### src/rtl/polybius_stream_ctrl.sv
// Streams ASCII characters through a Polybius-square lookup: each letter becomes
// two ASCII digits (row, column) plus an optional space; other bytes pass through.

module polybius_encrypt (
  input  logic [7:0] char_in,
  output logic [7:0] code
);
  logic [7:0] idx;

  // Binary row*10+column code for upper-case A..Z; Z shares the Y cell.
  always_comb begin
    idx  = char_in - 8'h41;
    code = 8'd0;
    if (char_in == 8'h5A) begin
      code = 8'd55;
    end else if (char_in >= 8'h41 && char_in <= 8'h59) begin
      code = (idx / 8'd5 + 8'd1) * 8'd10 + (idx % 8'd5) + 8'd1;
    end
  end
endmodule

module polybius_stream_ctrl #(
  parameter bit SEP_EN = 1'b1,
  parameter int CNT_W  = 16
) (
  input  logic             clk,
  input  logic             rst,
  input  logic [7:0]       in_data,
  input  logic             in_valid,
  output logic             in_ready,
  output logic [7:0]       out_data,
  output logic             out_valid,
  input  logic             out_ready,
  output logic             busy,
  output logic [CNT_W-1:0] letter_count,
  input  logic             cnt_clr
);
  typedef enum logic [2:0] {
    IDLE,
    EMIT_HI,
    EMIT_LO,
    EMIT_SEP,
    EMIT_RAW
  } state_t;

  state_t           state_q, state_d;
  logic [7:0]       char_q, char_d;
  logic [CNT_W-1:0] letter_count_q, letter_count_d;

  logic [7:0] folded;
  logic       is_letter;
  logic [7:0] code;
  logic [7:0] hi;
  logic [7:0] lo;

  // The lookup sees only the registered character, so in_data never reaches out_data.
  polybius_encrypt u_encrypt (
    .char_in (char_q),
    .code    (code)
  );

  assign hi = code / 8'd10;
  assign lo = code % 8'd10;

  assign folded    = (in_data >= 8'h61 && in_data <= 8'h7A) ? in_data - 8'h20 : in_data;
  assign is_letter = (folded >= 8'h41 && folded <= 8'h5A);

  // NOTE: every signal driven here gets a default first so no path leaves it unassigned (no latch).
  always_comb begin
    state_d        = state_q;
    char_d         = char_q;
    letter_count_d = letter_count_q;
    in_ready       = 1'b0;
    out_valid      = 1'b1;
    out_data       = 8'h00;

    case (state_q)
      IDLE: begin
        in_ready  = 1'b1;
        out_valid = 1'b0;
        if (in_valid) begin
          char_d  = folded;
          state_d = is_letter ? EMIT_HI : EMIT_RAW;
          if (is_letter && letter_count_q != '1) begin
            letter_count_d = letter_count_q + CNT_W'(1);
          end
        end
      end
      EMIT_HI: begin
        out_data = 8'h30 + hi;
        if (out_ready) state_d = EMIT_LO;
      end
      EMIT_LO: begin
        out_data = 8'h30 + lo;
        if (out_ready) state_d = SEP_EN ? EMIT_SEP : IDLE;
      end
      EMIT_SEP: begin
        out_data = 8'h20;
        if (out_ready) state_d = IDLE;
      end
      EMIT_RAW: begin
        out_data = char_q;
        if (out_ready) state_d = IDLE;
      end
      default: begin
        out_valid = 1'b0;
        state_d   = IDLE;
      end
    endcase

    // A clear wins over an increment accepted in the same cycle.
    if (cnt_clr) letter_count_d = '0;
  end

  // NOTE: state registers use non-blocking assignments so all flops update together at the edge.
  always_ff @(posedge clk or posedge rst) begin
    if (rst) begin
      state_q        <= IDLE;
      char_q         <= 8'h00;
      letter_count_q <= '0;
    end else begin
      state_q        <= state_d;
      char_q         <= char_d;
      letter_count_q <= letter_count_d;
    end
  end

  assign busy         = (state_q != IDLE);
  assign letter_count = letter_count_q;
endmodule

### config.mk
export PLATFORM = sky130hd
export DESIGN_NAME = polybius_stream_ctrl
export DESIGN_NICKNAME = d
export VERILOG_FILES = /design/src/rtl/polybius_stream_ctrl.sv
export SDC_FILE = /design/constraint.sdc
export NUM_CORES = 1
export LEC_CHECK = 0
export BUFFER_PORTS_ARGS = -buffer_cell sky130_fd_sc_hd__buf_4
export CORE_MARGIN = 2
export CORE_UTILIZATION = 50
export CTS_CLUSTER_DIAMETER = 80
export DETAILED_ROUTE_END_ITERATION = 6
export PLACE_DENSITY = 0.68
export SYNTH_ARGS = -nofsm -noshare
export SYNTH_HDL_FRONTEND = slang
export SYNTH_SLANG_ARGS = --single-unit
### constraint.sdc
create_clock -name clk -period 20 [get_ports clk]
set_input_delay 4 -clock clk [delete_from_list [all_inputs] [get_ports clk]]
set_output_delay 4 -clock clk [all_outputs]
set_load 0.02 [all_outputs]
-- Word-level counts from Yosys, hierarchy flattened
Index checks and enable logic that the tools add are counted.
Widths: inputs -> output; s select.
- bits in latches: 0
- word-level logic and storage cells: 62
- memory bits (writable): 0
- output and inout port bits: 27
- bits of input ports: 13
- memories: 0
- flip-flop bits (word level): 27
- memory bits (read-only): 0
- $add $sub $neg: 8
- divide/modulo/power cells: 4
- order comparisons: 6
- shift-type cells: 0
- bitwise logic cells: 0
- mux-type cells: 16
- eq/ne operators: 10
- multipliers: 1
- reductions and logical operators: 14
- operators with widths (cell ; count):
    $mux 16 ; 4
    $pmux 8 s4 ; 1
    $ge 8x7->1 const B ; 3
    $le 8x7->1 const B ; 3
    $mux 8 ; 3
    $add 16x1->16 const B ; 1
    $add 6x8->8 const A ; 2
    $add 8x1->8 const B ; 2
    $ne 16x16->1 const B ; 1
    $mux 3 ; 5
    $pmux 3 s4 ; 1
    $add 8x8->8 ; 1
    $div 8x3->8 const B ; 1
    $div 8x4->8 const B ; 1
    $eq 8x7->1 const B ; 1
    $mod 8x3->8 const B ; 1
    $mod 8x4->8 const B ; 1
    $mul 8x3->7 const B ; 1
    $sub 8x6->8 const B ; 1
    $sub 8x7->8 const B ; 1
    $eq 3x2->1 const B ; 2
    $ne 2x2->1 const B ; 3
    $reduce_bool 2->1 ; 3
    $logic_and 1x1->1 ; 4
    11 further kinds ; 12

-- Longest topological paths before layout
Gate-level depths: netlist of the first run.
- word-level depth: 11
- mapped depth: 64
- gate-level depth less buffers: 60

-- By module
A second synthesis of the first run with hierarchy kept.
- cell total of the unflattened synthesis: 554
- area, all modules: 4276.6 µm²
- by module, submodules not included (module ; cells an instance ; sequential area each (µm²) ; area each (µm²) ; times used):
    polybius_encrypt ; 305 ; 0.0 ; 2198.4 ; 1
    polybius_stream_ctrl ; 249 ; 675.6 ; 2078.2 ; 1

-- Worst setup path before layout of the first run
Ideal clock, no wire load.
- path type: reg-to-output
- start point: register char_q[0]
- end point: output port out_data[5]
- data arrival time: 12.614 ns
- path slack: 3.386 ns
- cell stages (with the launch flop): 62
- buffers on the path: 4
- required time: 16.000 ns
- cell sequence: dfrtp_1 -> clkbuf_1 -> inv_1 -> ha_1 -> buf_2 -> nor3b_4 -> nor2_1 -> o32a_1 -> nor3_1 -> or2_1 -> buf_6 -> o21ai_0 -> o211ai_1 -> o21ai_0 -> ha_1 -> nand2_1 -> o21ai_0 -> mux2i_4 -> (+26 left out) -> o21ai_2 -> o21ai_2 -> nor3b_4 -> nor3_1 -> ha_1 -> inv_1 -> or3_1 -> nor3_1 -> or2_2 -> xnor2_1 -> ha_1 -> nand2b_1 -> a31oi_1 -> mux2i_1 -> or2_2 -> ha_1 -> maj3_1 -> o21ai_0
- longest elaborated chain between the ends: 11
- elaborated cells between the ends (all ways): 18
- those cells by class: add/sub (6); mul (1); div (4); order compare (2); eq/ne (1); mux (3); reduce/logical (1)
- ends and longest elaborated chain (item ; line ; text):
    start: declaration ; 47 ; logic [7:0] char_q, char_d;
    start signal: assignment ; 123 ; char_q <= char_d;
    $sub 8x7->8 ; 12 ; idx = char_in - 8'h41;
    $div 8x3->8 ; 17 ; code = (idx / 8'd5 + 8'd1) * 8'd10 + (idx % 8'd5) + 8'd1;
    $add 8x1->8 ; 17 ;
    $mul 8x3->7 ; 17 ;
    $add 8x8->8 ; 17 ;
    $add 8x1->8 ; 17 ;
    $mux 8 ; 16 ; end else if (char_in >= 8'h41 && char_in <= 8'h59) begin
    $mux 8 * ; 14 ; if (char_in == 8'h5A) begin
    $mod 8x4->8 / $div 8x4->8 (equally long branches) ; 63, 62 ;
    $add 6x8->8, on equally long branches ; 94, 90 ;
    $pmux 8 s4 * ; 77 ; case (state_q)
    end: declaration ; 31 ; output logic [7:0] out_data,
Mark *: on every way between the ends. The rest lies on a longest branch, timed or not.

-- Worst setup path after layout of the first run
Same ends and word-level chain as after synthesis.

==> impl_metrics.env, run 1 <==
export IMPL_cts_tree="built"
export IMPL_stdcell_count=818
export IMPL_cp_start_kind="register"
export IMPL_synth_area_top_cells="dfrtp_1 (13%), ha_1 (7.1%), nor2_1 (5.1%)"
export IMPL_min_from="letter_count[8]"
export IMPL_synthesis_nets=720
export IMPL_final_cell_mix="nor2_1 (69), nand2_1 (66), a21oi_1 (40)"
export IMPL_clkSinkCount=27
export IMPL_outcome="finished, final reports clean"
export IMPL_dp_cells=814
export IMPL_grt_pass1_wl_um=23000
export IMPL_r2r_start="state_q[2]"
export IMPL_wire_per_inst_um=17.2
export IMPL_layout_commonest_cell="nor2_1"
export IMPL_synth_top_area_share=0.132
export IMPL_top_layer="met4"
export IMPL_drtPass1Iterations=5
export IMPL_slew_violations=0
export IMPL_place_ws_ns=1.82
export IMPL_drt_iter0_drc=426
export IMPL_numCtsBuffers=3
export IMPL_gr_total_overflow=0
export IMPL_initial_core_util=0.519
export IMPL_hold_path_class="reg -> reg"
export IMPL_synthArstFlopShare=1.00
export IMPL_cp_slowest_cell="dfrtp_1"
export IMPL_synth_edf_count=0
export IMPL_rrSetupSlack_ns=17.01
export IMPL_dieHeight_um=105
export IMPL_cp_startpoint="char_q[0]"
export IMPL_clkTransAtPathRegs_ns=0.10
export IMPL_setup_viol=0
export IMPL_finalSetupTns_ns=0
export IMPL_gp_congestion=0.927
export IMPL_cap_violations=0
export IMPL_post_cts_buffers=0
export IMPL_multi_input_area_sq_um=4150
export IMPL_fin_nets=729
export IMPL_hold_viol_final=0
export IMPL_drc=0
export IMPL_holdWs_ns=0.573
export IMPL_cts_buffer_depth=2
export IMPL_vias=5309
export IMPL_io_buffers=39
export IMPL_wl_met1_um=6550
export IMPL_drive_above_1_share=0.162
export IMPL_num_io_pins=40
export IMPL_syn_area_per_cell_sq_um=7.57
export IMPL_final_min_clock_period_ns=18.66
export IMPL_drt_wl_total_um=14100
export IMPL_hold_buffers=0
export IMPL_dr_wl_met2_um=6500
export IMPL_htree_levels=1
export IMPL_ys_types=114
export IMPL_clk_latency_ns=0.27
export IMPL_path_class="reg -> out"
export IMPL_critPathRequiredTime_ns=16.00
export IMPL_worst_setup_path_end_kind="output port"
export IMPL_path_max_fanout=17
export IMPL_die_area_sq_um=11100
export IMPL_grt_pass1_vias=4751
export IMPL_routed_via_density=6.49
export IMPL_cp_buffers_inverters=6
export IMPL_n_antenna_cell=0
export IMPL_syn2layout_area_growth_pct=6.30
export IMPL_path_delay_family="simple AND/OR/NAND/NOR gates"
export IMPL_ys_warn_count=0
export IMPL_grt_start_max_net_pins=28
export IMPL_finClkSkew_ns=0.00329
export IMPL_die_x_um=105
export IMPL_path_common_cell="ha_1"
export IMPL_regArea_sq_um=676
export IMPL_arrival_ns=14.66
export IMPL_ys_seq_area_frac=0.132
export IMPL_netlist_area_sq_um=5120
export IMPL_ant_nets=0
export IMPL_tightest_slew_ns=1.11
export IMPL_rows=36
export IMPL_fin_crit_sh=0.933
export IMPL_synth_seq_cells=27
export IMPL_fillers=937
export IMPL_setup_ws_ns=1.34
export IMPL_antenna_found_initial=0
export IMPL_synth_ff_type="dfrtp_1"
export IMPL_syn_inst=677
export IMPL_track_usage=0.243
export IMPL_hpwl_um=10700
export IMPL_slowest_delay_ns=0.61
export IMPL_fmax_ghz=0.0536
export IMPL_slew_headroom=0.254
export IMPL_rsz0062_at_grt="no"
export IMPL_cts_root_buf="clkbuf_8"
export IMPL_core_area_sq_um=9860
export IMPL_cts_resized=0
export IMPL_synth_area_leader_cell="dfrtp_1"
export IMPL_wl_met3_um=756
==> metal layers <==
layer,track usage,vias up
met2,0.408,180
met3,0.0223,20
met4,0.0514,0
met5,0,-
li1,-,2578
met1,0.339,2531
==> cells by family (layout without fill, tap and decap cells) <==
logic type,Yosys count,count (layout),share of synthesized area
multiplexers,18,18,0.0393
adder cells (fa/ha/maj),31,31,0.0767
AO/OA/AOI/OAI,218,218,0.337
AND/OR/NAND/NOR,280,280,0.287
XOR/XNOR,39,39,0.0708
flip-flops,27,27,0.132
buffers and inverters,64,72,0.0576
==> sequential cells by signal, summed over array words and instances, names as in the netlist <==
signal,flops
char_q,8
letter_count,16
state_q,3
==> worst min-delay path: cells and delay by family, from the launching register on <==
family | cells | cell delay (ns)
xor+xnor | 1 | 0.08
simple gates | 1 | 0.08
flops | 1 | 0.38
==> per-stage QoR <==
stage | area [sq um] | util
2_1_floorplan | 5120 | -
3_3_place_gp | 5400 | 0.547
3_5_place_dp | 5400 | 0.547
4_1_cts | 5450 | 0.552
5_1_grt | 5450 | 0.552
6_report | 5450 | 0.552
==> layout make-up <==
class,instances,share of cell area
Clock buffer,3,0.00758
Clock inverter,1,0.00138
Inverter,29,0.0202
Multi-Input combinational cell,586,0.762
Sequential cell,27,0.124
Tap cell,133,0.0306
Timing Repair Buffer,39,0.0538
==> worst paths after layout <==
| check | to | depth (start not counted) |
|---|---|---|
| worst max-delay path | out_data[5] | 58 |
| worst max register to register | letter_count[15] | 8 |
| worst min register to register | letter_count[8] | 2 |
| min in group asynchronous | letter_count[5] | 2 |
| worst min-delay path | letter_count[8] | 2 |
| max in group asynchronous | letter_count[3] | 2 |
==> cell usage after synthesis (all sizes together), types with 5 or more instances <==
cell and n:
mux2i 11, inv 27, and3 6, nor2 72, and2 8, a31oi 10, ha 29, a21oi 41
nor3b 7, o221ai 11, nor2b 7, nand2b 13, nor4 9, o211ai 11, buf 19, xnor2 23
nand4 9, xor2 15, a211oi 10, o22ai 10, a221oi 5, a21boi 5, dfrtp 27, a32oi 7
clkbuf 16, nand2 67, mux2 7, nor3 27, o21ai 38, nand3 21, o21a 6, o32ai 5
or2 14
Power of run 1 is left out: the tool's default activity adds up to more than one toggle a clock period on the data nets, which glitch-free logic cannot reach.
==> inputs of run 2 (changes only) <==
==> constraint.sdc (replaced) <==
create_clock -name clk -period 19 [get_ports clk]
set_input_delay 3.8 -clock clk [delete_from_list [all_inputs] [get_ports clk]]
set_output_delay 3.8 -clock clk [all_outputs]
set_load 0.02 [all_outputs]
==> impl_metrics.env, run 2 (synthesis results as in run 1) <==
export IMPL_rows=36
export IMPL_ant_nets=0
export IMPL_gp_congestion=0.926
export IMPL_die_area_sq_um=11100
export IMPL_drt_wl_total_um=14200
export IMPL_n_antenna_cell=0
export IMPL_io_buffers=39
export IMPL_outcome="finished, final reports clean"
export IMPL_initial_core_util=0.519
export IMPL_slew_headroom=0.265
export IMPL_cp_start_kind="register"
export IMPL_path_max_fanout=17
export IMPL_drtPass1Iterations=5
export IMPL_dieHeight_um=105
export IMPL_numCtsBuffers=3
export IMPL_cp_slowest_cell="dfrtp_2"
export IMPL_die_x_um=105
export IMPL_cts_tree="built"
export IMPL_clk_latency_ns=0.27
export IMPL_grt_pass1_wl_um=23700
export IMPL_drive_above_1_share=0.168
export IMPL_gr_total_overflow=0
export IMPL_clkTransAtPathRegs_ns=0.10
export IMPL_fmax_ghz=0.0554
export IMPL_antenna_found_initial=0
export IMPL_layout_commonest_cell="nor2_1"
export IMPL_largest_reg_flops=16
export IMPL_slowest_delay_ns=0.54
export IMPL_final_min_clock_period_ns=18.04
export IMPL_finClkSkew_ns=0.00159
export IMPL_critPathRequiredTime_ns=15.20
export IMPL_grt_pass1_vias=4858
export IMPL_fin_crit_sh=0.949
export IMPL_clkSinkCount=27
export IMPL_drt_iter0_drc=438
export IMPL_arrival_ns=14.24
export IMPL_htree_levels=1
export IMPL_fin_nets=730
export IMPL_dp_cells=814
export IMPL_hold_buffers=0
export IMPL_stdcell_count=819
export IMPL_cap_violations=0
export IMPL_vias=5326
export IMPL_final_cell_mix="nor2_1 (69), nand2_1 (66), a21oi_1 (40), buf_4 (40), o21ai_0 (29)"
export IMPL_hold_viol_final=0
export IMPL_wire_per_inst_um=17.3
export IMPL_fin_util=0.554
export IMPL_track_usage=0.250
export IMPL_holdWs_ns=0.579
export IMPL_cts_buffer_depth=2
export IMPL_core_area_sq_um=9860
export IMPL_num_io_pins=40
export IMPL_hold_path_class="reg -> reg"
export IMPL_syn2layout_area_growth_pct=6.57
export IMPL_cts_root_buf="clkbuf_8"
export IMPL_routed_via_density=6.50
export IMPL_grt_start_max_net_pins=28
export IMPL_drc=0
export IMPL_tightest_slew_ns=1.09
export IMPL_path_common_cell="ha_1"
export IMPL_worst_setup_path_end_kind="output port"
export IMPL_hpwl_um=10900
export IMPL_finalSetupTns_ns=0
export IMPL_slew_violations=0
export IMPL_setup_viol=0
export IMPL_rsz0062_at_grt="no"
export IMPL_path_class="reg -> out"
-- run 2: changes by cell type in the layout (fill, tap and decap cells not counted) --
cell / before / now
or2_4: 0 / 1
or2_1: 4 / 3
ha_1: 29 / 28
buf_4: 39 / 40
ha_2: 0 / 1
dfrtp_2: 0 / 1
dfrtp_1: 27 / 26
-- run 2: per-layer routing --
| metal | part of all wire | vias to the layer above | track usage |
|---|---|---|---|
| met5 | 0 | - | 0 |
| met4 | 0.024 | 0 | 0.0638 |
| met3 | 0.050 | 27 | 0.0161 |
| met2 | 0.46 | 204 | 0.410 |
| met1 | 0.47 | 2512 | 0.355 |
| li1 | - | 2583 | - |
-- run 2: metrics by stage --
| stage | instance area (sq um) | worst slack [ns] |
|---|---|---|
| floorplan | 5120 | 2.59 |
| global route | 5460 | 0.00570 |
| CTS | 5450 | 0.568 |
| global placement | 5400 | 1.60 |
| finish | 5460 | 0.964 |
| detailed placement | 5400 | 0.952 |
-- run 2: critical path: cells and delay by family (launching register included) --
| family | cells | cell delay, ns |
|---|---|---|
| AO/OA/AOI/OAI | 20 | 5.30 |
| XOR/XNOR | 2 | 0.51 |
| adder cells (fa/ha/maj) | 11 | 3.42 |
| buffers and inverters | 7 | 0.98 |
| flip-flops | 1 | 0.54 |
| multiplexers | 1 | 0.13 |
| AND/OR/NAND/NOR | 17 | 3.03 |
-- run 2: layout make-up --
class / count / area, sq um
fillers: 944 / 4400
multi-input cells: 586 / 4160
well taps: 133 / 166
clock inverters: 1 / 7.51
inverters: 29 / 110
clock buffers: 3 / 41.3
flip-flops and latches: 27 / 677
repair buffers: 40 / 300
-- run 2: final timing paths --
check	startpoint	end	slack, ns	cells past startpoint
setup / recovery	char_q[0]	out_data[5]	0.96	58
hold / removal	letter_count[8]	letter_count[8]	0.58	2
setup reg to reg	state_q[2]	letter_count[15]	16.04	8
hold reg to reg	letter_count[8]	letter_count[8]	0.58	2
max in group asynchronous	rst	char_q[0]	14.56	2
min in group asynchronous	rst	letter_count[5]	3.76	2
-- run 2: what timing repair did --
action | in CTS | in global routing
setup buffers | 0 | 1
resized for setup | 0 | 4
setup endpoints to repair | 0 | 5
Power of run 2 is left out for the same reason.
==> inputs of run 3 (changes only) <==
--- a/config.mk
+++ b/config.mk
@@ -6,11 +6,10 @@
 export NUM_CORES = 1
 export LEC_CHECK = 0
 export BUFFER_PORTS_ARGS = -buffer_cell sky130_fd_sc_hd__buf_4
-export CORE_MARGIN = 2
-export CORE_UTILIZATION = 50
+export CAP_MARGIN = 10
+export CORE_UTILIZATION = 45
 export CTS_CLUSTER_DIAMETER = 80
 export DETAILED_ROUTE_END_ITERATION = 6
-export PLACE_DENSITY = 0.68
 export SYNTH_ARGS = -nofsm -noshare
 export SYNTH_HDL_FRONTEND = slang
 export SYNTH_SLANG_ARGS = --single-unit
==> impl_metrics.env, run 3 (synthesis results as in run 1) <==
export IMPL_cp_slowest_cell="dfrtp_1"
export IMPL_track_usage=0.248
export IMPL_fin_crit_sh=0.945
export IMPL_hold_path_class="reg -> reg"
export IMPL_tightest_slew_ns=1.05
export IMPL_clk_latency_ns=0.26
export IMPL_path_class="reg -> out"
export IMPL_regArea_sq_um=676
export IMPL_setup_ws_ns=1.05
export IMPL_htree_levels=1
export IMPL_gr_total_overflow=0
export IMPL_finClkSkew_ns=0.00276
export IMPL_outcome="finished, final reports clean"
export IMPL_syn2layout_area_growth_pct=7.94
export IMPL_worst_setup_path_end_kind="output port"
export IMPL_layout_commonest_cell="nor2_1"
export IMPL_hold_depth=2
export IMPL_rsz0062_at_grt="no"
export IMPL_num_io_pins=40
export IMPL_drt_wl_total_um=14400
export IMPL_die_x_um=109
export IMPL_fmax_ghz=0.0557
export IMPL_n_antenna_cell=0
export IMPL_core_area_sq_um=11000
export IMPL_arrival_ns=14.15
export IMPL_critPathRequiredTime_ns=15.20
export IMPL_initial_core_util=0.467
export IMPL_dieHeight_um=109
export IMPL_slew_violations=0
export IMPL_clkTransAtPathRegs_ns=0.06
export IMPL_ant_nets=0
export IMPL_final_cell_mix="nor2_1 (69), nand2_1 (66), buf_4 (42)"
export IMPL_grt_pass1_vias=4865
export IMPL_cp_start_kind="register"
export IMPL_numCtsBuffers=3
export IMPL_hpwl_um=11000
export IMPL_largest_reg_flops=16
export IMPL_io_buffers=39
export IMPL_grt_start_max_net_pins=28
export IMPL_vias=5258
export IMPL_gp_congestion=0.905
export IMPL_hold_buffers=0
export IMPL_path_max_fanout=17
export IMPL_fin_nets=732
export IMPL_slowest_delay_ns=0.58
export IMPL_drc=0
export IMPL_cts_buffer_depth=2
export IMPL_die_area_sq_um=11800
export IMPL_setup_viol=0
export IMPL_cap_violations=0
export IMPL_drive_above_1_share=0.169
export IMPL_drt_iter0_drc=405
export IMPL_ff2ff_path_depth=8
export IMPL_wire_per_inst_um=17.4
export IMPL_place_ws_ns=0.947
export IMPL_final_min_clock_period_ns=17.95
export IMPL_finalSetupTns_ns=0
export IMPL_cts_root_buf="clkbuf_16"
export IMPL_hold_viol_final=0
export IMPL_slew_headroom=0.298
export IMPL_multi_input_area_sq_um=4180
export IMPL_fillers=1060
export IMPL_path_common_cell="ha_1"
export IMPL_rows=38
export IMPL_clkSinkCount=27
export IMPL_grt_pass1_wl_um=24000
export IMPL_cts_tree="built"
export IMPL_antenna_found_initial=0
export IMPL_drtPass1Iterations=5
export IMPL_routed_via_density=6.35
[run 3: what timing repair did]
| action | in CTS | in global routing |
|---|---|---|
| gates resized for setup | 0 | 5 |
| hold endpoints to repair | 0 | 0 |
| endpoints found under the setup margin | 0 | 5 |
| buffers inserted | 0 | 1 |
[run 3: per-stage QoR]
stage | area, sq um | hold slack, ns | utilization | instances
after CTS | 5500 | 0.583 | 0.501 | 827
final | 5530 | 0.572 | 0.504 | 828
after floorplan | 5120 | 0.653 | - | 677
after global routing | 5530 | 0.600 | 0.504 | 828
after detailed placement | 5420 | 0.562 | 0.494 | 823
after global placement | 5420 | 0.554 | 0.494 | 823
[run 3: path summary, 6_finish.rpt]
kind                                 startpoint               end  slack, ns
max in group asynchronous                   rst         char_q[4]      14.56
min in group asynchronous                   rst   letter_count[0]       3.80
worst max-delay path                  char_q[0]       out_data[5]       1.05
worst max register to register       state_q[2]  letter_count[15]      16.05
worst min-delay path            letter_count[8]   letter_count[8]       0.57
worst min register to register  letter_count[8]   letter_count[8]       0.57
[run 3: worst max-delay path, delay by kind of cell, from the launching register on]
| family | cells | cell delay (ns) |
|---|---|---|
| compound gates | 16 | 3.80 |
| xor+xnor | 3 | 0.57 |
| fa+ha+maj | 12 | 3.68 |
| buf+inv | 6 | 0.99 |
| flops | 1 | 0.58 |
| mux | 2 | 0.34 |
| simple gates | 19 | 3.91 |
[run 3: area by class of cell]
type,instances,share of cell area
multi-input combinational,586,0.755
sequential,27,0.122
timing repair buffer,42,0.0570
tap,140,0.0317
inverter,29,0.0199
clock buffer,4,0.0143
[run 3: routing by layer]
layer,global-route usage,wire (um)
met1,0.346,6680
met2,0.406,6600
met3,0.0293,804
met4,0.0608,312
met5,0,0
Power of run 3 is left out for the same reason.
